--- src/rtl/block_check_sched.sv ---
// Time-shares one begin/end checker between two character sources: collects a
// sentence, replays it as a gap-free burst, and reports the verdict with the source ID.
module block_check_sched #(
    parameter int MAX_LEN = 16,
    parameter int CNT_W   = 5
) (
    input  logic       clk,
    input  logic       reset,
    input  logic       req0_valid,
    input  logic [7:0] req0_char,
    input  logic       req0_last,
    output logic       req0_ready,
    input  logic       req1_valid,
    input  logic [7:0] req1_char,
    input  logic       req1_last,
    output logic       req1_ready,
    output logic [7:0] chk_in,
    output logic       chk_clear,
    input  logic       chk_result,
    output logic       res_valid,
    output logic       res_id,
    output logic       res_value,
    output logic       res_ovf,
    output logic       busy
);

    typedef enum logic [2:0] {
        S_IDLE,
        S_COLLECT,
        S_BURST,
        S_HOLD,
        S_REPORT
    } state_e;

    localparam int               AW      = (MAX_LEN > 1) ? $clog2(MAX_LEN) : 1;
    localparam logic [CNT_W-1:0] LEN_MAX = CNT_W'(MAX_LEN);
    localparam logic [7:0]       SPACE   = 8'h20;

    state_e           state_q, state_d;
    logic             grant_q, grant_d;
    logic             last_q, last_d;      // source served most recently
    logic [CNT_W-1:0] len_q, len_d;
    logic [CNT_W-1:0] idx_q, idx_d;
    logic             ovf_q, ovf_d;
    logic [1:0]       ready_q, ready_d;
    logic [7:0]       chk_in_q, chk_in_d;
    logic             chk_clear_q, chk_clear_d;
    logic             res_valid_q, res_valid_d;
    logic             res_id_q, res_id_d;
    logic             res_value_q, res_value_d;
    logic             res_ovf_q, res_ovf_d;
    logic             busy_q, busy_d;

    logic [7:0]       buf_mem [MAX_LEN];

    logic             in_valid;
    logic             in_last;
    logic [7:0]       in_char;
    logic             accept;
    logic             store;

    always_comb begin
        in_valid = grant_q ? req1_valid : req0_valid;
        in_char  = grant_q ? req1_char  : req0_char;
        in_last  = grant_q ? req1_last  : req0_last;
        accept   = in_valid && ready_q[grant_q];
        store    = accept && (len_q < LEN_MAX);
    end

    // NOTE: every variable gets its default before the case so no path leaves one unassigned (no latches).
    always_comb begin
        state_d     = state_q;
        grant_d     = grant_q;
        last_d      = last_q;
        len_d       = len_q;
        idx_d       = idx_q;
        ovf_d       = ovf_q;
        ready_d     = ready_q;
        chk_in_d    = chk_in_q;
        chk_clear_d = chk_clear_q;
        res_valid_d = 1'b0;
        res_id_d    = res_id_q;
        res_value_d = res_value_q;
        res_ovf_d   = res_ovf_q;

        case (state_q)
            S_IDLE: begin
                chk_clear_d = 1'b1;
                chk_in_d    = SPACE;
                if (req0_valid || req1_valid) begin
                    grant_d = (req0_valid && req1_valid) ? ~last_q : req1_valid;
                    ready_d = grant_d ? 2'b10 : 2'b01;
                    len_d   = '0;
                    idx_d   = '0;
                    ovf_d   = 1'b0;
                    state_d = S_COLLECT;
                end
            end
            S_COLLECT: begin
                if (accept) begin
                    if (store) len_d = len_q + CNT_W'(1);
                    else       ovf_d = 1'b1;
                    if (in_last) begin
                        // A one-char sentence is still being written, so bypass the buffer.
                        ready_d     = 2'b00;
                        chk_clear_d = 1'b0;
                        chk_in_d    = (len_q == '0) ? in_char : buf_mem[0];
                        idx_d       = CNT_W'(1);
                        state_d     = S_BURST;
                    end
                end
            end
            S_BURST: begin
                if (idx_q < len_q) begin
                    chk_in_d = buf_mem[idx_q[AW-1:0]];
                    idx_d    = idx_q + CNT_W'(1);
                end else begin
                    chk_in_d = SPACE;
                    state_d  = S_HOLD;
                end
            end
            S_HOLD: begin
                res_valid_d = 1'b1;
                res_id_d    = grant_q;
                res_value_d = ovf_q ? 1'b0 : chk_result;
                res_ovf_d   = ovf_q;
                chk_clear_d = 1'b1;
                chk_in_d    = SPACE;
                state_d     = S_REPORT;
            end
            S_REPORT: begin
                last_d  = grant_q;
                state_d = S_IDLE;
            end
            default: state_d = S_IDLE;
        endcase

        busy_d = (state_d != S_IDLE);
    end

    always_ff @(posedge clk) begin
        if (!reset) begin
            state_q     <= S_IDLE;
            grant_q     <= 1'b0;
            last_q      <= 1'b1;
            len_q       <= '0;
            idx_q       <= '0;
            ovf_q       <= 1'b0;
            ready_q     <= 2'b00;
            chk_in_q    <= SPACE;
            chk_clear_q <= 1'b1;
            res_valid_q <= 1'b0;
            res_id_q    <= 1'b0;
            res_value_q <= 1'b0;
            res_ovf_q   <= 1'b0;
            busy_q      <= 1'b0;
        end else begin
            state_q     <= state_d;
            grant_q     <= grant_d;
            last_q      <= last_d;
            len_q       <= len_d;
            idx_q       <= idx_d;
            ovf_q       <= ovf_d;
            ready_q     <= ready_d;
            chk_in_q    <= chk_in_d;
            chk_clear_q <= chk_clear_d;
            res_valid_q <= res_valid_d;
            res_id_q    <= res_id_d;
            res_value_q <= res_value_d;
            res_ovf_q   <= res_ovf_d;
            busy_q      <= busy_d;
        end
    end

    // NOTE: the sentence buffer has no reset; entries are only read after being written in COLLECT.
    always_ff @(posedge clk) begin
        if (state_q == S_COLLECT && store) begin
            buf_mem[len_q[AW-1:0]] <= in_char;
        end
    end

    assign req0_ready = ready_q[0];
    assign req1_ready = ready_q[1];
    assign chk_in     = chk_in_q;
    assign chk_clear  = chk_clear_q;
    assign res_valid  = res_valid_q;
    assign res_id     = res_id_q;
    assign res_value  = res_value_q;
    assign res_ovf    = res_ovf_q;
    assign busy       = busy_q;

endmodule

--- config.mk ---
export PLATFORM = sky130hd
export DESIGN_NAME = block_check_sched
export DESIGN_NICKNAME = d
export VERILOG_FILES = /design/src/rtl/block_check_sched.sv
export SDC_FILE = /design/constraint.sdc
export NUM_CORES = 1
export LEC_CHECK = 0
export CAP_MARGIN = 20
export CORE_AREA = 2 2 115 117
export CTS_CLUSTER_DIAMETER = 100
export DETAILED_ROUTE_END_ITERATION = 12
export DIE_AREA = 0 0 117 119
export DONT_BUFFER_PORTS = 1
export PLACE_DENSITY = 0.7
export SLEW_MARGIN = 10
export SYNTH_ARGS = -nofsm -noshare
export SYNTH_HDL_FRONTEND = slang
export SYNTH_SLANG_ARGS = --single-unit
--- constraint.sdc ---
create_clock -name clk -period 2.91 [get_ports clk]
set_input_delay 0.4365 -clock clk [delete_from_list [all_inputs] [get_ports clk]]
set_output_delay 0.4365 -clock clk [all_outputs]
set_load 0.05 [all_outputs]
==> results of run 1 <==
-- power groups by stage --
stage / combinational (uW) / clock (uW) / sequential [uW]
floorplan: 217 / 0 / 2620
global placement: 277 / 0 / 2620
detailed placement: 282 / 0 / 2620
CTS: 284 / 2470 / 2570
global route: 304 / 2570 / 2570
finish: 281 / 2430 / 2570
-- cell usage in the layout, fill, tap and decap left out, types with 3 or more instances in the layout --
cell / instances
mux4_2: 25
nor2b_1: 6
a211oi_1: 4
mux2i_1: 22
clkbuf_16: 17
a211oi_2: 4
mux4_1: 7
a31oi_1: 3
mux2_2: 9
a221o_1: 7
clkinvlp_4: 3
a21oi_1: 18
inv_1: 8
bufinv_16: 5
nor3_1: 9
nand2_1: 17
dfxtp_1: 35
nor2_1: 37
buf_4: 25
ha_1: 9
o21ai_0: 6
inv_6: 3
or3_1: 7
nand3_1: 7
edfxtp_1: 128
-- worst paths after layout --
| check | startpoint | to | slack, ns | cells past startpoint |
|---|---|---|---|---|
| hold reg to reg | last_q$_SDFFE_PN1N_ | last_q$_SDFFE_PN1N_ | 0.48 | 2 |
| hold / removal | reset | last_q$_SDFFE_PN1N_ | 0.07 | 1 |
| setup / recovery | grant_q$_SDFFE_PN0P_ | buf_mem[1][0]$_DFFE_PP_ | 0.56 | 5 |
| setup reg to reg | grant_q$_SDFFE_PN0P_ | buf_mem[1][0]$_DFFE_PP_ | 0.56 | 5 |
-- state kept, by name, summed over array words and instances (netlist names), named ones only --
signal	count
res_ovf	1
grant_q	1
ready_q	2
busy	1
state_q	3
ovf_q	1
idx_q	5
last_q	1
chk_in	8
len_q	5
chk_clear	1
buf_mem	128
res_id	1
res_value	1
res_valid	1
-- critical path: stages, from the launching register on --
cell      delay, ns
dfxtp_1        0.67
nand3_1        0.32
a211oi_4       0.46
nand2_1        0.17
nor3_1         0.19
buf_4          0.23
-- through the flow --
stage / std cells / utilization, % / power (uW) / worst slack (ns)
2_1_floorplan: 423 / - / 2840 / 0.374
3_3_place_gp: 605 / 55.6 / 2900 / 0.644
3_5_place_dp: 605 / 55.6 / 2910 / 0.583
4_1_cts: 637 / 60.7 / 5330 / 0.550
5_1_grt: 637 / 60.7 / 5440 / 0.329
6_report: 637 / 60.7 / 5290 / 0.559
-- cells by family after synthesis --
kind of cell	synth area share [%]
compound gates	6.20
xor+xnor	0.254
simple gates	7.23
fa+ha+maj	1.64
buf+inv	2.89
mux	15.5
flops	66.3
-- routing by layer --
metal  routed length, um  track usage [%]  vias to the layer above
met3                 880             6.06                       22
met5                   0                0                        -
met1                6220             31.1                     1904
met2                6820             33.5                      127
li1                    -                -                     1710
met4                 315             6.99                        0
-- area by class of cell --
type	count	area share, %
clock inverters	15	2.92
clock buffers	17	5.45
repair buffers	26	2.66
flip-flops and latches	164	58.5
multi-input cells	230	27.3
inverters	9	0.433
well taps	176	2.82
-- Yosys cell counts (3+ instances only) --
master	number
edfxtp_1	128
nor2_1	37
dfxtp_1	36
mux4_2	25
mux2i_1	22
a21oi_1	18
nand2_1	17
ha_1	9
mux2_2	9
nor3_1	9
inv_1	8
a221o_1	7
mux4_1	7
nand3_1	7
or3_1	7
nor2b_1	6
o21ai_0	6
buf_6	5
clkbuf_1	5
a211oi_1	4
a211oi_2	4
buf_4	4
a31oi_1	3
buf_2	3
==> impl_metrics.json, run 1 <==
{
  "worstMarginPinSlew_ns": 0.777,
  "synth_area_per_cell_um2": 16.3,
  "layout_min_cycle_time_ns": 2.35,
  "p_leak_uw": 0.00261,
  "cts_buffer_depth": 2,
  "startpoint_type": "register",
  "grt_overflow_total": 0,
  "firstDrtPassIters": 4,
  "ys_types": 53,
  "maxCapViolCount": 0,
  "comb_power_share_pct": 5.3,
  "post_cts_resize_count": 0,
  "critPathKind": "reg2reg",
  "hold_viol_final": 0,
  "wl_um": 14200,
  "cts_num_sinks": 164,
  "synth_nets": 455,
  "path_max_fanout": 16,
  "clk_latency_ns": 0.43,
  "synth-main-ff-cell": "edfxtp_1",
  "ys_seq_area_share_pct": 66.3,
  "cts_made_buffers": 17,
  "fin_tns_setup_ns": 0,
  "vias": 3763,
  "antenna_found_initial": 0,
  "placedInstanceArea_um2": 7160,
  "required_ns": 3.04,
  "fin_crit_sh_pct": 80.8,
  "grt_pass1_vias": 3694,
  "rsz0062_at_grt": "no",
  "place_hpwl_um": 9470,
  "pwr-share-seq_pct": 48.7,
  "crit_path_end_kind": "register",
  "p_int_uw": 4200,
  "cts_setup_buffers": 0,
  "grt_max_degree": 33,
  "peakVddDrop_mv": 0.461,
  "fp.dieH_um": 119,
  "num_io_pins": 39,
  "grt_pass1_wl_um": 21600,
  "synthToLayoutAreaGrowth_pct": 13.4,
  "holdBufCountCts": 0,
  "vias_per_cell": 5.91,
  "nFillCells": 968,
  "synth-edff-count": 128,
  "yosysWarnings": 0,
  "drive_gt1_share_pct": 23.2,
  "yosys_register_bits": 164,
  "cts_root_buffer": "clkbuf_16",
  "rows": 42,
  "hp-class": "in2reg",
  "cts_max_level": 4,
  "hold_ws_ns": 0.0710,
  "async_flop_share_pct": 0,
  "fmax_mhz": 425,
  "wl_per_cell_um": 22.3,
  "fin_area_um2": 7810,
  "synth_area_leaders": "edfxtp_1, dfxtp_1, mux4_2, mux2i_1, mux4_1",
  "route.detailed.drc": 0,
  "p_switching_uw": 1090,
  "syn_area_um2": 6890,
  "finalMaxSlewViolations": 0,
  "diodes": 0,
  "grt_util_all_layers_pct": 22.0,
  "relSlewSlack_pct": 48.1,
  "postRouteAntennaNets": 0,
  "worstPathArrival_ns": 2.48,
  "clkPwrFrac_pct": 46.0,
  "die_area_um2": 13900,
  "final-setup-viol-count": 0,
  "multi_input_area_um2": 2130,
  "initial_utilization_pct": 53.5,
  "clkTransAtPathRegs_ns": 0.06,
  "syn_inst": 423,
  "nets": 480,
  "switching_share_pct": 20.6,
  "status": "finished clean",
  "gp_congestion": 0.846,
  "die_w_um": 117,
  "portBuffers": 0,
  "p_per_area_nw_per_um2": 677,
  "clock_skew_ns": 0.00684,
  "tritoncts": "done",
  "final-seq-area_um2": 4570,
  "drt_iter0_drc": 380,
  "yosys.area.top_type": "edfxtp_1",
  "synth_top_area_share_pct": 55.8,
  "coreArea_um2": 12900
}
Power figures use the tool's default switching activity.
==> run 2: changes to the inputs <==
- PLACE_DENSITY: 0.7 -> 0.72
- clock period: 2.91 -> 2.1 ns (I/O delays scaled with it)
==> run 2 against run 1 <==
Net effect:
- combinational power is 56% higher
- cell count is 4.1% higher
- sequential power is 39% higher
- via count is 2.1% higher
- register-to-register slack worse by 0.48 ns
- utilization is 2.3 points higher
- count of clock-buffer cells in the layout is 1 higher
- wire length is 1.0% higher
- sequential share of layout area is 2.1 points lower
- worst setup slack worse by 0.48 ns
- first-iteration DRC count is 1.8% higher
- critical path type unchanged
- critical endpoint is now buf_mem[8][7]$_DFFE_PP_
- largest cell class unchanged
- largest power group unchanged
- highest routed layer unchanged
==> impl_metrics.json, run 2 (synthesized netlist as in run 1, its figures left out) <==
{
  "peakVddDrop_mv": 0.584,
  "grt_util_all_layers_pct": 22.0,
  "final_cell_mix": "edfxtp_1, buf_4, dfxtp_1",
  "required_ns": 2.22,
  "antenna_found_initial": 0,
  "final-setup-viol-count": 0,
  "routed.top_layer": "met4",
  "setup_slack_ns": 0.0817,
  "vias": 3842,
  "placedInstanceArea_um2": 7440,
  "wl_per_cell_um": 21.7,
  "status": "finished clean",
  "tritoncts": "done",
  "vias_per_cell": 5.79,
  "cts_num_sinks": 164,
  "critPathKind": "reg2reg",
  "die_area_um2": 13900,
  "startpoint_type": "register",
  "num_io_pins": 39,
  "wl_met2_um": 7200,
  "maxCapViolCount": 0,
  "final-instance-count-excl-fill": 663,
  "cts_made_buffers": 17,
  "hp-class": "in2reg",
  "initial_utilization_pct": 53.5,
  "synthToLayoutAreaGrowth_pct": 17.7,
  "rows": 42,
  "placed_cells": 624,
  "layout_min_cycle_time_ns": 2.02,
  "worstPathArrival_ns": 2.14,
  "firstDrtPassIters": 4,
  "gp_congestion": 0.858,
  "grt_overflow_total": 0,
  "cts_root_buffer": "clkbuf_16",
  "fmax_mhz": 495,
  "cts_buffer_depth": 2,
  "largest_reg_flops": 128,
  "routed-wl-met3_um": 924,
  "path_max_fanout": 8,
  "fp.dieH_um": 119,
  "die_w_um": 117,
  "place_hpwl_um": 9840,
  "route.detailed.drc": 0,
  "fin_crit_sh_pct": 96.1,
  "worstMarginPinSlew_ns": 0.719,
  "postRouteAntennaNets": 0,
  "finalMaxSlewViolations": 0,
  "final_common_cell": "edfxtp_1",
  "diodes": 0,
  "relSlewSlack_pct": 52.0,
  "place_ws_ns": 0.0288,
  "grt_pass1_wl_um": 22000,
  "grt_pass1_vias": 3886,
  "clock_skew_ns": 0.00899,
  "clkTransAtPathRegs_ns": 0.06,
  "drive_gt1_share_pct": 30.0,
  "fin_tns_setup_ns": 0,
  "rsz0062_at_grt": "yes",
  "clk_latency_ns": 0.43,
  "hold_viol_final": 0,
  "p_leak_uw": 0.00277,
  "cts_max_level": 4,
  "nets": 506,
  "grt_max_degree": 26,
  "portBuffers": 0,
  "met1_length_um": 6060,
  "wl_um": 14400,
  "crit_path_end_kind": "register",
  "p_per_area_nw_per_um2": 875,
  "fin_area_um2": 8100,
  "drt_iter0_drc": 387,
  "coreArea_um2": 12900
}
[run 2: cell types whose count changed in the layout (fill, tap and decap cells not counted), moves of 2 or more]
cell           previous run  this run
buf_12                    1         9
buf_4                    25        41
bufinv_16                 5         3
clkinv_2                  1         5
dfxtp_1                  35        33
dlygate4sd3_1             0         2
nor2_1                   37        29
nor2_2                    0         8
nor3_1                    9         5
nor3_2                    0         4
[run 2: routing by layer]
layer / track usage [%] / up-vias
met4: 6.62 / 0
li1: - / 1768
met5: 0 / -
met2: 35.4 / 119
met3: 6.46 / 15
met1: 29.2 / 1940
[run 2: worst max-delay path, stage by stage, from the launching register on]
cell,delay (ns)
dfxtp_1,0.37
or3b_4,0.46
a211oi_4,0.28
nand2_1,0.19
nor2_1,0.18
buf_4,0.23
[run 2: through the flow]
step	utilization (%)	hold WS (ns)	total power (uW)
final	62.9	0.0404	7090
after global routing	62.9	0.0297	7310
after CTS	62.5	0.00799	7120
after detailed placement	57.8	0.387	4050
after global placement	57.8	0.383	4040
after floorplan	-	0.377	3940
[run 2: power by group]
part	switching [uW]	leakage [uW]	internal (uW)
registers	28.5	0.00144	3540
logic	233	0.00103	204
clock network	1200	0.000290	1890
total	1460	0.00277	5630
[run 2: path summary, 6_finish.rpt]
path / startpoint / endpoint / slack (ns) / cells after the start
worst max-delay path: state_q[1]$_SDFF_PN0_ / buf_mem[8][7]$_DFFE_PP_ / 0.08 / 5
worst min-delay path: reset / ready_q[1]$_SDFFE_PN0P_ / 0.04 / 1
worst max register to register: state_q[1]$_SDFF_PN0_ / buf_mem[8][7]$_DFFE_PP_ / 0.08 / 5
worst min register to register: idx_q[4]$_SDFFE_PN0P_ / idx_q[4]$_SDFFE_PN0P_ / 0.50 / 2
[run 2: final cells by class]
class | instances | area, um^2
inverters | 9 | 33.8
clock buffers | 18 | 439
clock inverters | 14 | 159
fillers | 936 | 4770
multi-input cells | 230 | 2170
well taps | 176 | 220
repair buffers | 52 | 508
flip-flops and latches | 164 | 4570
[run 2: repair_timing]
item | 4_1_cts | 5_1_grt
resized for setup | 0 | 2
endpoints found under the setup margin | 0 | 99
hold buffers | 1 | 1
setup buffers | 0 | 5
hold endpoints to repair | 2 | 1
